--- config.mk ---
export PLATFORM = sky130hd
export DESIGN_NAME = instruction_fetch_unit_flat
export DESIGN_NICKNAME = d
export VERILOG_FILES = /design/src/rtl/instruction_fetch_unit_if.sv /design/src/rtl/instruction_fetch_unit.sv /design/src/flat_wrapper.sv
export SDC_FILE = /design/constraint.sdc
export NUM_CORES = 1
export LEC_CHECK = 0
export CORE_MARGIN = 3
export CORE_UTILIZATION = 45
export DETAILED_ROUTE_END_ITERATION = 6
export PLACE_DENSITY = 0.81
export SETUP_SLACK_MARGIN = 0.2
export SLEW_MARGIN = 20
export SYNTH_ARGS = -nofsm -noshare
export SYNTH_HDL_FRONTEND = slang
export SYNTH_SLANG_ARGS = --single-unit
export TNS_END_PERCENT = 10
--- constraint.sdc ---
create_clock -name clk -period 3.75 [get_ports clk]
set_clock_uncertainty 0.1 [all_clocks]
set_input_delay 0.375 -clock clk [delete_from_list [all_inputs] [get_ports clk]]
set_output_delay 0.375 -clock clk [all_outputs]
set_load 0.02 [all_outputs]
--- src/rtl/instruction_fetch_unit_if.sv ---
// ----------------------------------------------------------------------------
// | instruction_fetch_unit_if                                                |
// | Fetch-stage bundle: memory port, pipeline control and decoded outputs.   |
// | Rev 1.0                                                                  |
// ----------------------------------------------------------------------------
`default_nettype none

interface instruction_fetch_unit_if #(
  parameter int ADDR_W = 16
);
  logic              enable;
  logic              stall;
  logic              flush;
  logic [ADDR_W-1:0] branchTarget;
  logic [15:0]       imemData;
  logic              imemRdEn;
  logic [ADDR_W-1:0] imemAddr;
  logic              instrValid;
  logic [4:0]        opCode;
  logic [2:0]        rdst;
  logic [2:0]        rsrc1;
  logic [2:0]        rsrc2;
  logic [15:0]       imm;
  logic [ADDR_W-1:0] pcOut;

  modport master (
    input  enable, stall, flush, branchTarget, imemData,
    output imemRdEn, imemAddr, instrValid, opCode, rdst, rsrc1, rsrc2, imm, pcOut
  );

  modport slave (
    output enable, stall, flush, branchTarget, imemData,
    input  imemRdEn, imemAddr, instrValid, opCode, rdst, rsrc1, rsrc2, imm, pcOut
  );
endinterface

`default_nettype wire

--- src/rtl/instruction_fetch_unit.sv ---
// ----------------------------------------------------------------------------
// | instruction_fetch_unit                                                   |
// | Fetches 16-bit words, merges immediate words, presents decoded fields.   |
// | Rev 1.0                                                                  |
// ----------------------------------------------------------------------------
`default_nettype none

module instruction_fetch_unit #(
  parameter int              ADDR_W     = 16,
  parameter logic [ADDR_W-1:0] RESET_PC = '0,
  parameter logic [4:0]      IMM_OPCODE = 5'b00001
) (
  input  logic                       clk,
  input  logic                       rst,
  instruction_fetch_unit_if.master   fif
);

  typedef enum logic [1:0] {
    ST_START   = 2'd0,
    ST_CAP_OP  = 2'd1,
    ST_CAP_IMM = 2'd2
  } state_t;

  state_t            state_q, state_d;
  logic [ADDR_W-1:0] pc_q, pc_d;
  logic [ADDR_W-1:0] fetch_addr_q, fetch_addr_d;
  logic [15:2]       pending_q, pending_d;
  logic              valid_q, valid_d;
  logic [4:0]        op_q, op_d;
  logic [2:0]        rdst_q, rdst_d;
  logic [2:0]        rsrc1_q, rsrc1_d;
  logic [2:0]        rsrc2_q, rsrc2_d;
  logic [15:0]       imm_q, imm_d;
  logic [ADDR_W-1:0] pc_out_q, pc_out_d;

  logic              rd_req;
  logic [ADDR_W-1:0] rd_addr;
  logic              advance;

  always_ff @(posedge clk or posedge rst) begin
    if (rst) begin
      state_q      <= ST_START;
      pc_q         <= RESET_PC;
      fetch_addr_q <= RESET_PC;
      pending_q    <= '0;
      valid_q      <= 1'b0;
      op_q         <= '0;
      rdst_q       <= '0;
      rsrc1_q      <= '0;
      rsrc2_q      <= '0;
      imm_q        <= '0;
      pc_out_q     <= '0;
    end else begin
      state_q      <= state_d;
      pc_q         <= pc_d;
      fetch_addr_q <= fetch_addr_d;
      pending_q    <= pending_d;
      valid_q      <= valid_d;
      op_q         <= op_d;
      rdst_q       <= rdst_d;
      rsrc1_q      <= rsrc1_d;
      rsrc2_q      <= rsrc2_d;
      imm_q        <= imm_d;
      pc_out_q     <= pc_out_d;
    end
  end

  always_comb begin
    state_d      = state_q;
    pc_d         = pc_q;
    fetch_addr_d = fetch_addr_q;
    pending_d    = pending_q;
    valid_d      = valid_q;
    op_d         = op_q;
    rdst_d       = rdst_q;
    rsrc1_d      = rsrc1_q;
    rsrc2_d      = rsrc2_q;
    imm_d        = imm_q;
    pc_out_d     = pc_out_q;
    rd_req       = 1'b0;
    rd_addr      = pc_q;
    advance      = 1'b0;

    if (fif.flush) begin
      rd_req       = 1'b1;
      rd_addr      = fif.branchTarget;
      fetch_addr_d = fif.branchTarget;
      pc_d         = fif.branchTarget + ADDR_W'(1);
      pending_d    = '0;
      valid_d      = 1'b0;
      state_d      = ST_CAP_OP;
    end else if (state_q == ST_START) begin
      advance = 1'b1;
      state_d = ST_CAP_OP;
    end else if (fif.stall || !fif.enable) begin
      // Re-read the word under capture so it is still on imemData next cycle.
      rd_req  = 1'b1;
      rd_addr = fetch_addr_q;
      if (!fif.stall) begin
        valid_d = 1'b0;
      end
    end else begin
      advance = 1'b1;
      case (state_q)
        ST_CAP_OP: begin
          if (fif.imemData[15:11] == IMM_OPCODE) begin
            pending_d = fif.imemData[15:2];
            valid_d   = 1'b0;
            state_d   = ST_CAP_IMM;
          end else begin
            op_d     = fif.imemData[15:11];
            rdst_d   = fif.imemData[10:8];
            rsrc1_d  = fif.imemData[7:5];
            rsrc2_d  = fif.imemData[4:2];
            imm_d    = '0;
            pc_out_d = fetch_addr_q;
            valid_d  = 1'b1;
          end
        end
        ST_CAP_IMM: begin
          op_d     = pending_q[15:11];
          rdst_d   = pending_q[10:8];
          rsrc1_d  = pending_q[7:5];
          rsrc2_d  = pending_q[4:2];
          imm_d    = fif.imemData;
          // fetch_addr_q points at the immediate word; the instruction sits one below.
          pc_out_d = fetch_addr_q - ADDR_W'(1);
          valid_d  = 1'b1;
          state_d  = ST_CAP_OP;
        end
        default: begin
          state_d = ST_START;
        end
      endcase
    end

    if (advance) begin
      rd_req       = 1'b1;
      rd_addr      = pc_q;
      fetch_addr_d = pc_q;
      pc_d         = pc_q + ADDR_W'(1);
    end
  end

  assign fif.imemRdEn   = rd_req & ~rst;
  assign fif.imemAddr   = rd_addr;
  assign fif.instrValid = valid_q;
  assign fif.opCode     = op_q;
  assign fif.rdst       = rdst_q;
  assign fif.rsrc1      = rsrc1_q;
  assign fif.rsrc2      = rsrc2_q;
  assign fif.imm        = imm_q;
  assign fif.pcOut      = pc_out_q;

endmodule

`default_nettype wire

--- src/flat_wrapper.sv ---
// flat-port wrapper written by rule: the top's interface ports become plain ports
module instruction_fetch_unit_flat 
#(
  parameter int              ADDR_W     = 16,
  parameter logic [ADDR_W-1:0] RESET_PC = '0,
  parameter logic [4:0]      IMM_OPCODE = 5'b00001
)
  (clk, rst, fif_enable, fif_stall, fif_flush, fif_branchTarget, fif_imemData, fif_imemRdEn, fif_imemAddr, fif_instrValid, fif_opCode, fif_rdst, fif_rsrc1, fif_rsrc2, fif_imm, fif_pcOut);
  instruction_fetch_unit_if #(.ADDR_W(ADDR_W)) fif_i ();
  input  logic clk;
  input  logic rst;
  input wire logic [$bits(fif_i.enable)-1:0] fif_enable;
  input wire logic [$bits(fif_i.stall)-1:0] fif_stall;
  input wire logic [$bits(fif_i.flush)-1:0] fif_flush;
  input wire logic [$bits(fif_i.branchTarget)-1:0] fif_branchTarget;
  input wire logic [$bits(fif_i.imemData)-1:0] fif_imemData;
  output wire logic [$bits(fif_i.imemRdEn)-1:0] fif_imemRdEn;
  output wire logic [$bits(fif_i.imemAddr)-1:0] fif_imemAddr;
  output wire logic [$bits(fif_i.instrValid)-1:0] fif_instrValid;
  output wire logic [$bits(fif_i.opCode)-1:0] fif_opCode;
  output wire logic [$bits(fif_i.rdst)-1:0] fif_rdst;
  output wire logic [$bits(fif_i.rsrc1)-1:0] fif_rsrc1;
  output wire logic [$bits(fif_i.rsrc2)-1:0] fif_rsrc2;
  output wire logic [$bits(fif_i.imm)-1:0] fif_imm;
  output wire logic [$bits(fif_i.pcOut)-1:0] fif_pcOut;
  assign fif_i.enable = fif_enable;
  assign fif_i.stall = fif_stall;
  assign fif_i.flush = fif_flush;
  assign fif_i.branchTarget = fif_branchTarget;
  assign fif_i.imemData = fif_imemData;
  assign fif_imemRdEn = fif_i.imemRdEn;
  assign fif_imemAddr = fif_i.imemAddr;
  assign fif_instrValid = fif_i.instrValid;
  assign fif_opCode = fif_i.opCode;
  assign fif_rdst = fif_i.rdst;
  assign fif_rsrc1 = fif_i.rsrc1;
  assign fif_rsrc2 = fif_i.rsrc2;
  assign fif_imm = fif_i.imm;
  assign fif_pcOut = fif_i.pcOut;
  instruction_fetch_unit #(.ADDR_W(ADDR_W), .RESET_PC(RESET_PC), .IMM_OPCODE(IMM_OPCODE)) u_core (.clk(clk), .rst(rst), .fif(fif_i));
endmodule
After elaboration in Yosys (flattened, before gate mapping):

Cells that the tools add are included.

* register bits: 95
* input bits: 37
* output and inout bits: 64

* add/sub/neg operators: 3
* eq/ne operators: 9
* muxes and demuxes: 43
* bitwise gates (word level): 5
* reductions and logical operators: 12

Operators with widths (number)
* 16-bit 2-to-1 mux: 10
* 14-bit 2-to-1 mux: 5
* 16-bit case mux with 2 select lines: 2
* 16-bit by 1-bit adder with 16-bit output, second input constant: 2
* 3-bit case mux with 2 select lines: 3
* 16-bit by 1-bit subtractor with 16-bit output, second input constant: 1
* 1-bit 2-to-1 mux: 12
* 5-bit case mux with 2 select lines: 1
* 3-bit 2-to-1 mux: 3
* 2-bit 2-to-1 mux: 4
* 2-bit nonzero test: 4
* 2-bit inequality test, second input constant: 3
* 5-bit by 1-bit equality test with 1-bit output, second input constant: 1
* 5-bit 2-to-1 mux: 1
* 5-bit AND reduction: 1
* 4-bit by 2-bit inequality test with 1-bit output, second input constant: 1
* 1-bit inverter: 4
* 2-bit case mux with 2 select lines: 1
* 4-bit AND reduction: 1
* 4-bit nonzero test: 1
* 3-bit by 2-bit inequality test with 1-bit output, second input constant: 1
* 3-bit inequality test, second input constant: 1
* 3-bit AND reduction: 1
* 2-bit by 1-bit equality test with 1-bit output, second input constant: 1
* other kinds (7): 7

Longest topological paths before layout:

Gate-level depths: netlist (run 1).

* depth in word-level cells: 7
* mapped depth: 9

Worst setup path after synthesis (run 1):

Ideal clock, no wire load.

* kind: input to output
* start: input rst
* end: output fif_imemRdEn
* data arrival time: 2.446 ns
* path slack: 0.829 ns
* stages on the path: 1
* buffers on the path: 0
* path through: inv_1

* cells in the longest elaborated chain, start to end: 2

Ends and longest elaborated chain
* start: declaration: line flat_wrapper.sv:11 `input logic rst;`
* 1-bit inverter: line instruction_fetch_unit.sv:145 `assign fif.imemRdEn = rd_req & ~rst;`
* 1-bit AND: line instruction_fetch_unit.sv:145
* end: declaration: line flat_wrapper.sv:17 `output wire logic [$bits(fif_i.imemRdEn)-1:0] fif_imemRdEn;`

No other way between the ends.

Worst setup path in the final report (run 1):

* start: register u_core.state_q[1]
* end: output fif_imemAddr[0]

* cells in the longest elaborated chain, start to end: 4

Ends and longest elaborated chain
* start: declaration: line instruction_fetch_unit.sv:24 `state_t state_q, state_d;`
* start signal: assignment: line instruction_fetch_unit.sv:54 `state_q <= state_d;`
* 2-bit logical NOT *: line instruction_fetch_unit.sv:92 `end else if (state_q == ST_START) begin`
* 16-bit 2-to-1 mux or 1-bit 2-to-1 mux (tied branches): line instruction_fetch_unit.sv:92
* 16-bit 2-to-1 mux or 1-bit 2-to-1 mux (tied branches): line instruction_fetch_unit.sv:84 `if (fif.flush) begin`
* 16-bit 2-to-1 mux *: line instruction_fetch_unit.sv:137 `if (advance) begin`
* end: declaration: line flat_wrapper.sv:18 `output wire logic [$bits(fif_i.imemAddr)-1:0] fif_imemAddr;`

Every way passes the cells marked *; elsewhere a longest branch is shown, timed or not.

==> qor.txt, run 1 <==
Hold buffer count at cts: 0
Final setup margin: 505 ps
Largest family of logic cells by synthesized area: simple AND/OR/NAND/NOR gates
Slew Limit Fails: 0
Measured slew at the worst slew-check pin: 683 ps
H-tree depth: 3
Pre-CTS setup slack: 559 ps
Most used cell, CP: inv_1
Clock sink count: 95
Grt ovf: 0
Critical Path End Type: output pin
Dominant synthesized flop cell: dfrtp_1
Antenna violations before repair: 0
Clk root buf: clkbuf_8
CP Max Fanout: 26
IO Pins: 101
Antenna-violating nets left: 0
Die area: 12500 um2
Register Area: 2380 um2
Synth warn: 0
FP Rows: 38
Total CTS buffers: 9
Post-synthesis adder-cell area fraction: 1.24%
Fmax: 0.308 GHz
Sequential fraction of the synthesis area: 47.2%
Mapped Cells: 583
Overall global routing resource usage: 21.2%
Clk slew on worst S/H paths: 100 ps
Synth Cell Area: 5040 um2
HP Class: in2async
Core area: 10900 um2
Postcts setup bufs: 0
First-pass GRT wire length: 21900 um
Post-Syn Area per Cell: 8.64 um2
CP required: 3270 ps
PwrDens: 431 nW/um2
Final worst-path cycle share: 86.5%
Drt pass-1 iters: 5
Final nets: 715
Routed wire length: 13100 um
Status: finished, final reports clean
GPL Wtd Cong: 0.884
Worst VDD drop: 230 uV
Netlist cell types: 57
Post-CTS sizing: 0
CP peak stage delay: 630 ps
Syn_nets: 625
Die span in y: 112 um
Slew HR: 54.5%
DR vias/cell: 5.64
Asr flop ratio synth: 100%
CTS tree: yes
Post-synthesis xor/xnor area fraction: 3.13%
Static Leak: 2.63 nW
RSZ-0062 raised after global routing: no
Synth Area in Compound Gates: 18.9%
Vias in the first global route: 4510
Fin Setup TNS: 0 ps
Chip Width: 112 um
Pwr Total: 0.00277 W
Wire per inst: 16.0 um
CP cell instances: inv_1, ha_1, inv_1, a21oi_2, buf_12, nand2_1, a31oi_1, clkdlybuf4s50_1
Share of layout cells above drive strength 1: 6.49%
CP arrival: 2770 ps
Latest clock arrival within the worst-skew pair: 370 ps
Maxcap violations: 0
Crit path kind: reg2out
Post-synth EDFFs: 0
CTS Buffer Depth: 2
Largest net degree at the start of global routing: 93
Seq cells post-synth: 95
Initial DRC Count: 332
Post-route minimum period: 3240 ps
# port buffers: 100
Final setup violation count: 0
Final hold vios: 0
Simple-gate share of the synthesized area: 21.3%
Startpoint types: flip-flop
N_diodes: 0
DP HPWL: 9520 um
DRC Markers: 0
Initial core utilization: 46.3%
Worst path slowest cell: clkdlybuf4s50_1
Area delta synth->final: 27.6%
Vias: 4615
Fillers: 927
Multi-input gate area: 2480 um2
Mux contribution to synthesized area: 4.62%
[cell usage in the layout (no fill, tap or decap), types with 3 or more instances in the layout]
cell	count
nand2_1	128
clkdlybuf4s50_1	100
dfrtp_1	95
o21ai_0	61
nor2_1	44
a21oi_1	26
a31oi_1	25
mux2i_1	21
inv_1	12
buf_4	11
xnor2_1	10
nor4_1	9
clkbuf_8	9
xor2_1	8
and3_1	8
nand2b_1	6
nand4_1	6
nor3_1	6
nand3_1	6
o22ai_1	5
or3_1	4
o21ai_1	4
o211a_1	4
and2_1	4
a211oi_1	4
o221ai_1	4
ha_1	4
a22o_1	3
a2111oi_0	3
or4_1	3
inv_8	3
buf_12	3
[metal layers]
layer / share of wire (%) / track usage, %
met1: 44 / 28.4
met3: 6.6 / 3.97
met4: 2.4 / 8.92
met2: 47 / 33.9
met5: 0 / 0
[cell type report]
type | count | share of cell area [%]
Inverter | 13 | 0.798
Sequential cell | 95 | 37.0
Timing Repair Buffer | 114 | 17.8
Tap cell | 140 | 2.72
Clock buffer | 9 | 1.93
Clock inverter | 7 | 1.17
Multi-Input combinational cell | 440 | 38.6
[report_power, final]
group / internal, W / total [W] / switching [W]
Sequential: 0.00117 / 0.00130 / 0.000131
Clock: 0.000263 / 0.000674 / 0.000411
Combinational: 0.000369 / 0.000802 / 0.000433
Total: 0.00180 / 0.00277 / 0.000975
[critical path, delay by kind of cell, from the launching register on]
kind	cells	cell delay [ps]
compound gates	2	630
buf+inv	4	1080
simple gates	1	100
fa+ha+maj	1	180
flops	1	400
[through the flow]
step	utilization [%]	cell area [um2]	cells	hold slack, ps
after floorplan	-	5040	583	366
after detailed placement	57.2	6230	802	365
after global routing	59.1	6430	818	346
after global placement	57.2	6230	802	362
final	59.1	6430	818	296
after CTS	59.1	6430	818	310
[flip-flops by register name, summed over array words and instances, names as in the netlist]
name                   flops
u_core.fif.instrValid      1
u_core.state_q             2
u_core.fetch_addr_q       16
u_core.fif.rsrc2           3
u_core.fif.rsrc1           3
u_core.pc_q               16
u_core.fif.opCode          5
u_core.fif.pcOut          16
u_core.pending_q          14
u_core.fif.rdst            3
u_core.fif.imm            16
[path summary, 6_finish.rpt]
| kind | from | endpoint | slack [ps] | cells past startpoint |
|---|---|---|---|---|
| min in group clk | u_core.fif.pcOut[15] | u_core.fif.pcOut[15] | 390 | 2 |
| min | rst | u_core.fif.pcOut[7] | 300 | 2 |
| max in group asynchronous | rst | u_core.fif.pcOut[6] | 2170 | 3 |
| min reg2reg | u_core.fif.pcOut[15] | u_core.fif.pcOut[15] | 390 | 2 |
| max reg2reg | u_core.state_q[0] | u_core.fif.pcOut[10] | 820 | 9 |
| max | u_core.state_q[1] | fif_imemAddr[0] | 510 | 8 |
[synth_stat cells (2+ instances only)]
library cell | number | area share (%)
a22o_1 | 3 | 0.52
nor3_2 | 2 | 0.40
a31oi_1 | 25 | 3.1
nand4_1 | 6 | 0.74
buf_1 | 4 | 0.30
or3_1 | 4 | 0.50
clkbuf_1 | 28 | 2.1
a21oi_1 | 27 | 2.7
xor2_1 | 8 | 1.4
mux2i_1 | 21 | 4.2
and4_1 | 2 | 0.35
mux2_2 | 2 | 0.45
xnor2_1 | 10 | 1.7
nand3_1 | 6 | 0.60
inv_1 | 13 | 0.97
dfrtp_1 | 95 | 47
o211a_1 | 4 | 0.79
nand2_1 | 128 | 9.5
a211oi_1 | 4 | 0.60
nor3_1 | 6 | 0.60
ha_1 | 5 | 1.2
o211ai_1 | 2 | 0.30
o21ai_1 | 3 | 0.30
o221ai_1 | 4 | 0.70
nand2b_1 | 6 | 0.74
and2_1 | 4 | 0.50
a2111oi_0 | 3 | 0.52
or4_1 | 3 | 0.45
o21ai_0 | 62 | 6.2
nor4_1 | 9 | 1.1
a21o_1 | 2 | 0.30
buf_2 | 2 | 0.20
a22oi_1 | 2 | 0.30
nor2_1 | 44 | 3.3
and3_1 | 8 | 0.99
o22ai_1 | 5 | 0.62
[kinds of logic after synthesis]
kind of cell,count (synthesis)
AOI/OAI and AO/OA,158
xor gates and xnor gates,18
adders and majority gates,5
buffers and inverters,48
DFF,95
muxes,23
and+or+nand+nor,236
Power figures use the tool's default switching activity.
==> run 2: changes to the inputs <==
--- a/config.mk
+++ b/config.mk
@@ -6,9 +6,10 @@
 export NUM_CORES = 1
 export LEC_CHECK = 0
 export CORE_MARGIN = 3
-export CORE_UTILIZATION = 45
+export CORE_UTILIZATION = 50
+export CTS_CLUSTER_DIAMETER = 30
 export DETAILED_ROUTE_END_ITERATION = 6
-export PLACE_DENSITY = 0.81
+export PLACE_DENSITY = 0.88
 export SETUP_SLACK_MARGIN = 0.2
 export SLEW_MARGIN = 20
 export SYNTH_ARGS = -nofsm -noshare
==> qor.txt, run 2 (same netlist as run 1, synthesis figures left out) <==
Startpoint types: flip-flop
CP cell instances: inv_1, ha_4, inv_1, a21oi_2, buf_6, nand2_1, a31oi_1, clkdlybuf4s50_1
RSZ-0062 raised after global routing: no
Core area: 9770 um2
Leading cell type in the layout, fill and taps excluded: nand2_1
Static Leak: 2.63 nW
Hold buffer count at cts: 0
Clk root buf: clkbuf_8
Clk slew on worst S/H paths: 100 ps
Placed Instances: 795
Initial core utilization: 51.6%
Reg2reg start: u_core.state_q[0]
Slew Limit Fails: 0
Chip Width: 106 um
PwrDens: 434 nW/um2
Multi-input gate area: 2490 um2
H-tree depth: 3
CTS Buffer Depth: 2
Final worst-path cycle share: 88.8%
Final Non-Filler Cells: 811
Area delta synth->final: 27.5%
R2r setup slk: 760 ps
DR vias/cell: 5.90
Maxcap violations: 0
Wire per inst: 16.9 um
Worst setup path end: fif_imemAddr[0]
Worst path slowest cell: clkdlybuf4s50_1
N_diodes: 0
Drt pass-1 iters: 5
First-pass GRT wire length: 22600 um
Die area: 11300 um2
Overall global routing resource usage: 25.0%
Largest net degree at the start of global routing: 93
Slew HR: 51.3%
Critical Path End Type: output pin
Register Area: 2380 um2
Worst VDD drop: 194 uV
CP required: 3270 ps
Measured slew at the worst slew-check pin: 712 ps
Reg2Reg Depth: 9
Antenna-violating nets left: 0
Die span in y: 106 um
IO Pins: 101
Vias: 4782
Final hold vios: 0
Initial DRC Count: 386
CTS tree: yes
Status: finished, final reports clean
Grt ovf: 0
Vias in the first global route: 4532
Final core utilization: 65.7%
Antenna violations before repair: 0
# port buffers: 100
DRC Markers: 0
CP arrival: 2860 ps
HP Class: in2async
Fillers: 775
Fin Setup TNS: 0 ps
Final setup violation count: 0
Most used cell, CP: inv_1
Total CTS buffers: 9
Post-route minimum period: 3330 ps
Pwr Total: 0.00279 W
FP Rows: 36
Crit path from: u_core.state_q[0]
Share of layout cells above drive strength 1: 6.49%
Crit path kind: reg2out
Fmax: 0.300 GHz
CP peak stage delay: 670 ps
Reg2reg end: u_core.pc_q[9]
GPL Wtd Cong: 0.954
Latest clock arrival within the worst-skew pair: 380 ps
Most frequent cells in the layout: nand2_1 (128), clkdlybuf4s50_1 (100), dfrtp_1 (95)
Final nets: 715
Clock sink count: 95
Routed wire length: 13700 um
DP HPWL: 9900 um
CP Max Fanout: 33
Postcts setup bufs: 0
==> run 2: changes by cell type in the layout (fill, tap and decap cells not counted), sizes merged <==
cell	before	now
inv	16	15
clkbuf	9	10
clkinv	3	4
clkinvlp	1	0
==> run 2: what timing repair did <==
action,CTS,global route
pin swaps,0,0
endpoints found under the setup margin,5,8
resized for setup,1,2
==> run 2: worst min path at each step <==
stage / start / to / cells after the start
after floorplan: u_core.pending_q[11] / u_core.pending_q[11] / 2
after global placement: u_core.fif.imm[15] / u_core.fif.imm[15] / 2
after detailed placement: u_core.fif.imm[13] / u_core.fif.imm[13] / 2
after CTS: rst / u_core.pc_q[2] / 3
after global routing: u_core.fif.pcOut[6] / u_core.fif.pcOut[6] / 1
final: rst / u_core.fif.pcOut[10] / 3
==> run 2: worst max-delay path, delay by kind of cell (launching register included) <==
kind | cells | cell delay, ps
buffers and inverters | 4 | 1220
AOI/OAI and AO/OA | 2 | 410
and+or+nand+nor | 1 | 140
adders and majority gates | 1 | 260
DFF | 1 | 430
==> run 2: per-layer routing <==
layer,global-route usage [%],vias to the layer above,wire [um]
met5,0,-,0
met4,10.7,0,387
met3,4.25,33,995
met2,39.3,196,6580
met1,34.2,2305,5740
li1,-,2248,-
==> run 2: area by class of cell <==
class,instances,area share (%)
clock buffer,10,2.14
clock inverter,6,0.974
inverter,13,0.779
multi-input combinational,440,38.8
sequential,95,37.0
tap,133,2.59
timing repair buffer,114,17.7
==> run 2: stage by stage <==
stage	hold WS [ps]	instance area, um2	setup slack, ps
finish	367	6420	419
global route	416	6420	257
CTS	387	6410	291
detailed placement	370	6210	505
global placement	361	6210	604
floorplan	366	5040	642
==> run 2: power by group <==
part	leakage (nW)	internal [W]	total (W)	switching [W]
combinational	1.33	0.000369	0.000807	0.000438
clock	0.102	0.000277	0.000680	0.000404
sequential	1.20	0.00117	0.00130	0.000133
total	2.63	0.00181	0.00279	0.000975
==> patch, RTL diff (settings of run 1) <==
`pending_q` no longer has a reset.
--- a/src/rtl/instruction_fetch_unit.sv
+++ b/src/rtl/instruction_fetch_unit.sv
@@ -42,7 +42,6 @@
       state_q      <= ST_START;
       pc_q         <= RESET_PC;
       fetch_addr_q <= RESET_PC;
-      pending_q    <= '0;
       valid_q      <= 1'b0;
       op_q         <= '0;
       rdst_q       <= '0;
@@ -54,7 +53,6 @@
       state_q      <= state_d;
       pc_q         <= pc_d;
       fetch_addr_q <= fetch_addr_d;
-      pending_q    <= pending_d;
       valid_q      <= valid_d;
       op_q         <= op_d;
       rdst_q       <= rdst_d;
@@ -63,6 +61,10 @@
       imm_q        <= imm_d;
       pc_out_q     <= pc_out_d;
     end
+  end
+
+  always_ff @(posedge clk) begin
+    pending_q <= pending_d;
   end
 
   always_comb begin
Check against the original RTL: same outputs for any inputs over 4 cycles, from zero or initial values and one cycle with rst high; that may be too few to reach the edited logic, so the function may still have changed.
==> patch against run 1 <==
Worst hold slack better by 0.051 ns. Combinational power fell by 8.6%. Die area decreased by 2.3%. Sequential cell count is the same. Synthesized cell count down 2.9%. Wire length grew 1.1%. Final cell count is 2.2% lower. Cell area fell by 2.7%. Total power fell by 5.7%. Area after synthesis is 2.4% lower. Setup slack lost 0.0027 ns. Critical endpoint is now fif_imemAddr[3].
==> patch: results (changes against run 1) <==
run status: complete, no violations (unchanged)
largest net degree at the start of global routing: 93 (unchanged)
flop-to-flop setup slack: 1.05 ns (was 0.82 ns)
post_cts resized: 0 (unchanged)
root buffer cell: clkbuf_8 (unchanged)
register area share after synthesis: 46.9% (was 47.2%)
setup repair bufs after CTS: 0 (unchanged)
worst reg2reg startpoint: u_core.state_q[0] (unchanged)
Total Nets Final: 701 (was 715)
WP data arrival: 2.77 ns (about the same)
RR Endpoint: u_core.pc_q[12] (was u_core.fif.pcOut[10])
Iter 0 DRT Violations: 360 (was 332)
hold slack: 0.347 ns (was 0.296 ns)
RePlAce Congestion: 0.867 (was 0.884)
Synth area leaders: dfrtp_1 (41%), nand2_1 (8.7%), o21ai_0 (7.0%) (was dfrtp_1 (47%), nand2_1 (9.5%), o21ai_0 (6.2%))
clock-pin slew on the worst setup and hold paths: 0.09 ns
vias in the first global route: 4181 (was 4510)
Post-Synthesis Cells: 566 (was 583)
Tot GR Track Use: 21.7% (was 21.2%)
VDD IR max: 0.219 mV (was 0.230 mV)
later-pin clock latency in the skew report: 0.36 ns
final cell count without fillers: 800 (was 818)
synth cell count leaders: nand2_1 (114), dfrtp_1 (81), o21ai_0 (69) (was nand2_1 (128), dfrtp_1 (95), o21ai_0 (62))
share of layout cells above drive strength 1: 6.33% (was 6.49%)
crit-path max FO: 16 (was 26)
YS warnings: 0 (unchanged)
HPWL after DPL: 9750 um (was 9520 um)
Max Root-Sink Buffers: 2 (unchanged)
Post-Place Cells: 784 (was 802)
first-pass GRT wire length: 21700 um (was 21900 um)
Wirelength per Cell: 16.5 um (was 16.0 um)
Hold-fix buffers, CTS: 0 (unchanged)
ANT cells: 0 (unchanged)
CTS Buf Count: 9 (unchanged)
first drt pass iteration count: 7 (was 5)
Syn Nets: 608 (was 625)
Most used DFF post-synth: dfrtp_1 (unchanged)
HP Class: input pin to asynchronous set/reset pin (unchanged)
async set-reset flop share out of synthesis: 85.3% (was 100%)
Fillers: 924 (was 927)
initial antenna violation count: 0 (unchanged)
Yosys cell types: 49 (was 57)
leak pwr: 0.00256 uW (was 0.00263 uW)
drt via density: 5.53 (was 5.64)
port bufs: 100 (unchanged)
Worst R2R Path Depth: 9 (unchanged)
Slew Limit Headroom: 49.8% (was 54.5%)
H-tree depth: 3 (unchanged)
-- patch: cell count changes in the layout (fill, tap and decap cells not counted), moves of 4 or more --
cell | run 1 | this run
and3_1 | 8 | 4
dfxtp_1 | 0 | 14
nor4_1 | 9 | 0
buf_4 | 11 | 15
nand2_1 | 128 | 114
dfrtp_1 | 95 | 81
nand3_1 | 6 | 14
o211a_1 | 4 | 0
a31oi_1 | 25 | 30
o31ai_1 | 1 | 6
o21ai_0 | 61 | 69
xnor2_1 | 10 | 14
mux2i_1 | 21 | 30
o221ai_1 | 4 | 0
-- patch: worst max-delay path by stage --
stage	endpoint	startpoint	cells after the start	slack (ns)
after CTS	fif_imemAddr[3]	u_core.state_q[0]	8	0.52
after global placement	fif_imemAddr[7]	fif_flush	7	0.64
after detailed placement	fif_imemAddr[3]	fif_stall	7	0.57
after global routing	fif_imemAddr[3]	u_core.state_q[1]	8	0.32
after floorplan	u_core.fetch_addr_q[0]	rst	1	1.04
final	fif_imemAddr[3]	u_core.state_q[0]	8	0.50
-- patch: metal layers --
metal	up-vias	wire length, um	global-route usage, %
li1	2179	-	-
met1	2085	5810	28.9
met2	131	6480	36.1
met3	27	540	3.12
met4	0	369	8.05
met5	-	0	0
-- patch: cell type report --
class	count	area, um^2	area share [%]
Sequential cell	95	2310	36.9
Inverter	13	50.0	0.800
Clock buffer	12	145	2.32
Clock inverter	4	30.0	0.480
Tap cell	136	170	2.72
Timing Repair Buffer	116	1130	18.1
Multi-Input combinational cell	424	2420	38.7
-- patch: per-stage QoR --
stage                     setup slack, ns  power, uW  instance area (um^2)
final                               0.502       2620                  6260
after CTS                           0.517       2640                  6260
after global placement              0.643       2000                  6080
after floorplan                      1.04       1650                  4920
after detailed placement            0.570       2020                  6080
after global routing                0.322       2760                  6260
-- patch: cells by family after synthesis --
group,count (synthesis),synth area share (%)
compound gates,161,19.4
xor+xnor,22,3.92
fa+ha+maj,5,1.27
buf+inv,47,3.89
flops,95,46.9
mux,30,6.10
simple gates,206,18.5
-- patch: power breakdown --
part / leakage [uW] / switching [uW] / total (uW) / internal (uW)
sequential: 0.00112 / 112 / 1260 / 1150
clock: 0.0000870 / 357 / 620 / 262
combinational: 0.00136 / 397 / 733 / 336
total: 0.00256 / 866 / 2620 / 1750
-- patch: critical path: stages (launching register included) --
cell and delay, ns:
dfrtp_1 0.41, inv_1 0.12, ha_1 0.18, inv_1 0.09
a21oi_2 0.33, buf_4 0.28, nand2_1 0.10, a31oi_1 0.24
clkdlybuf4s50_1 0.65
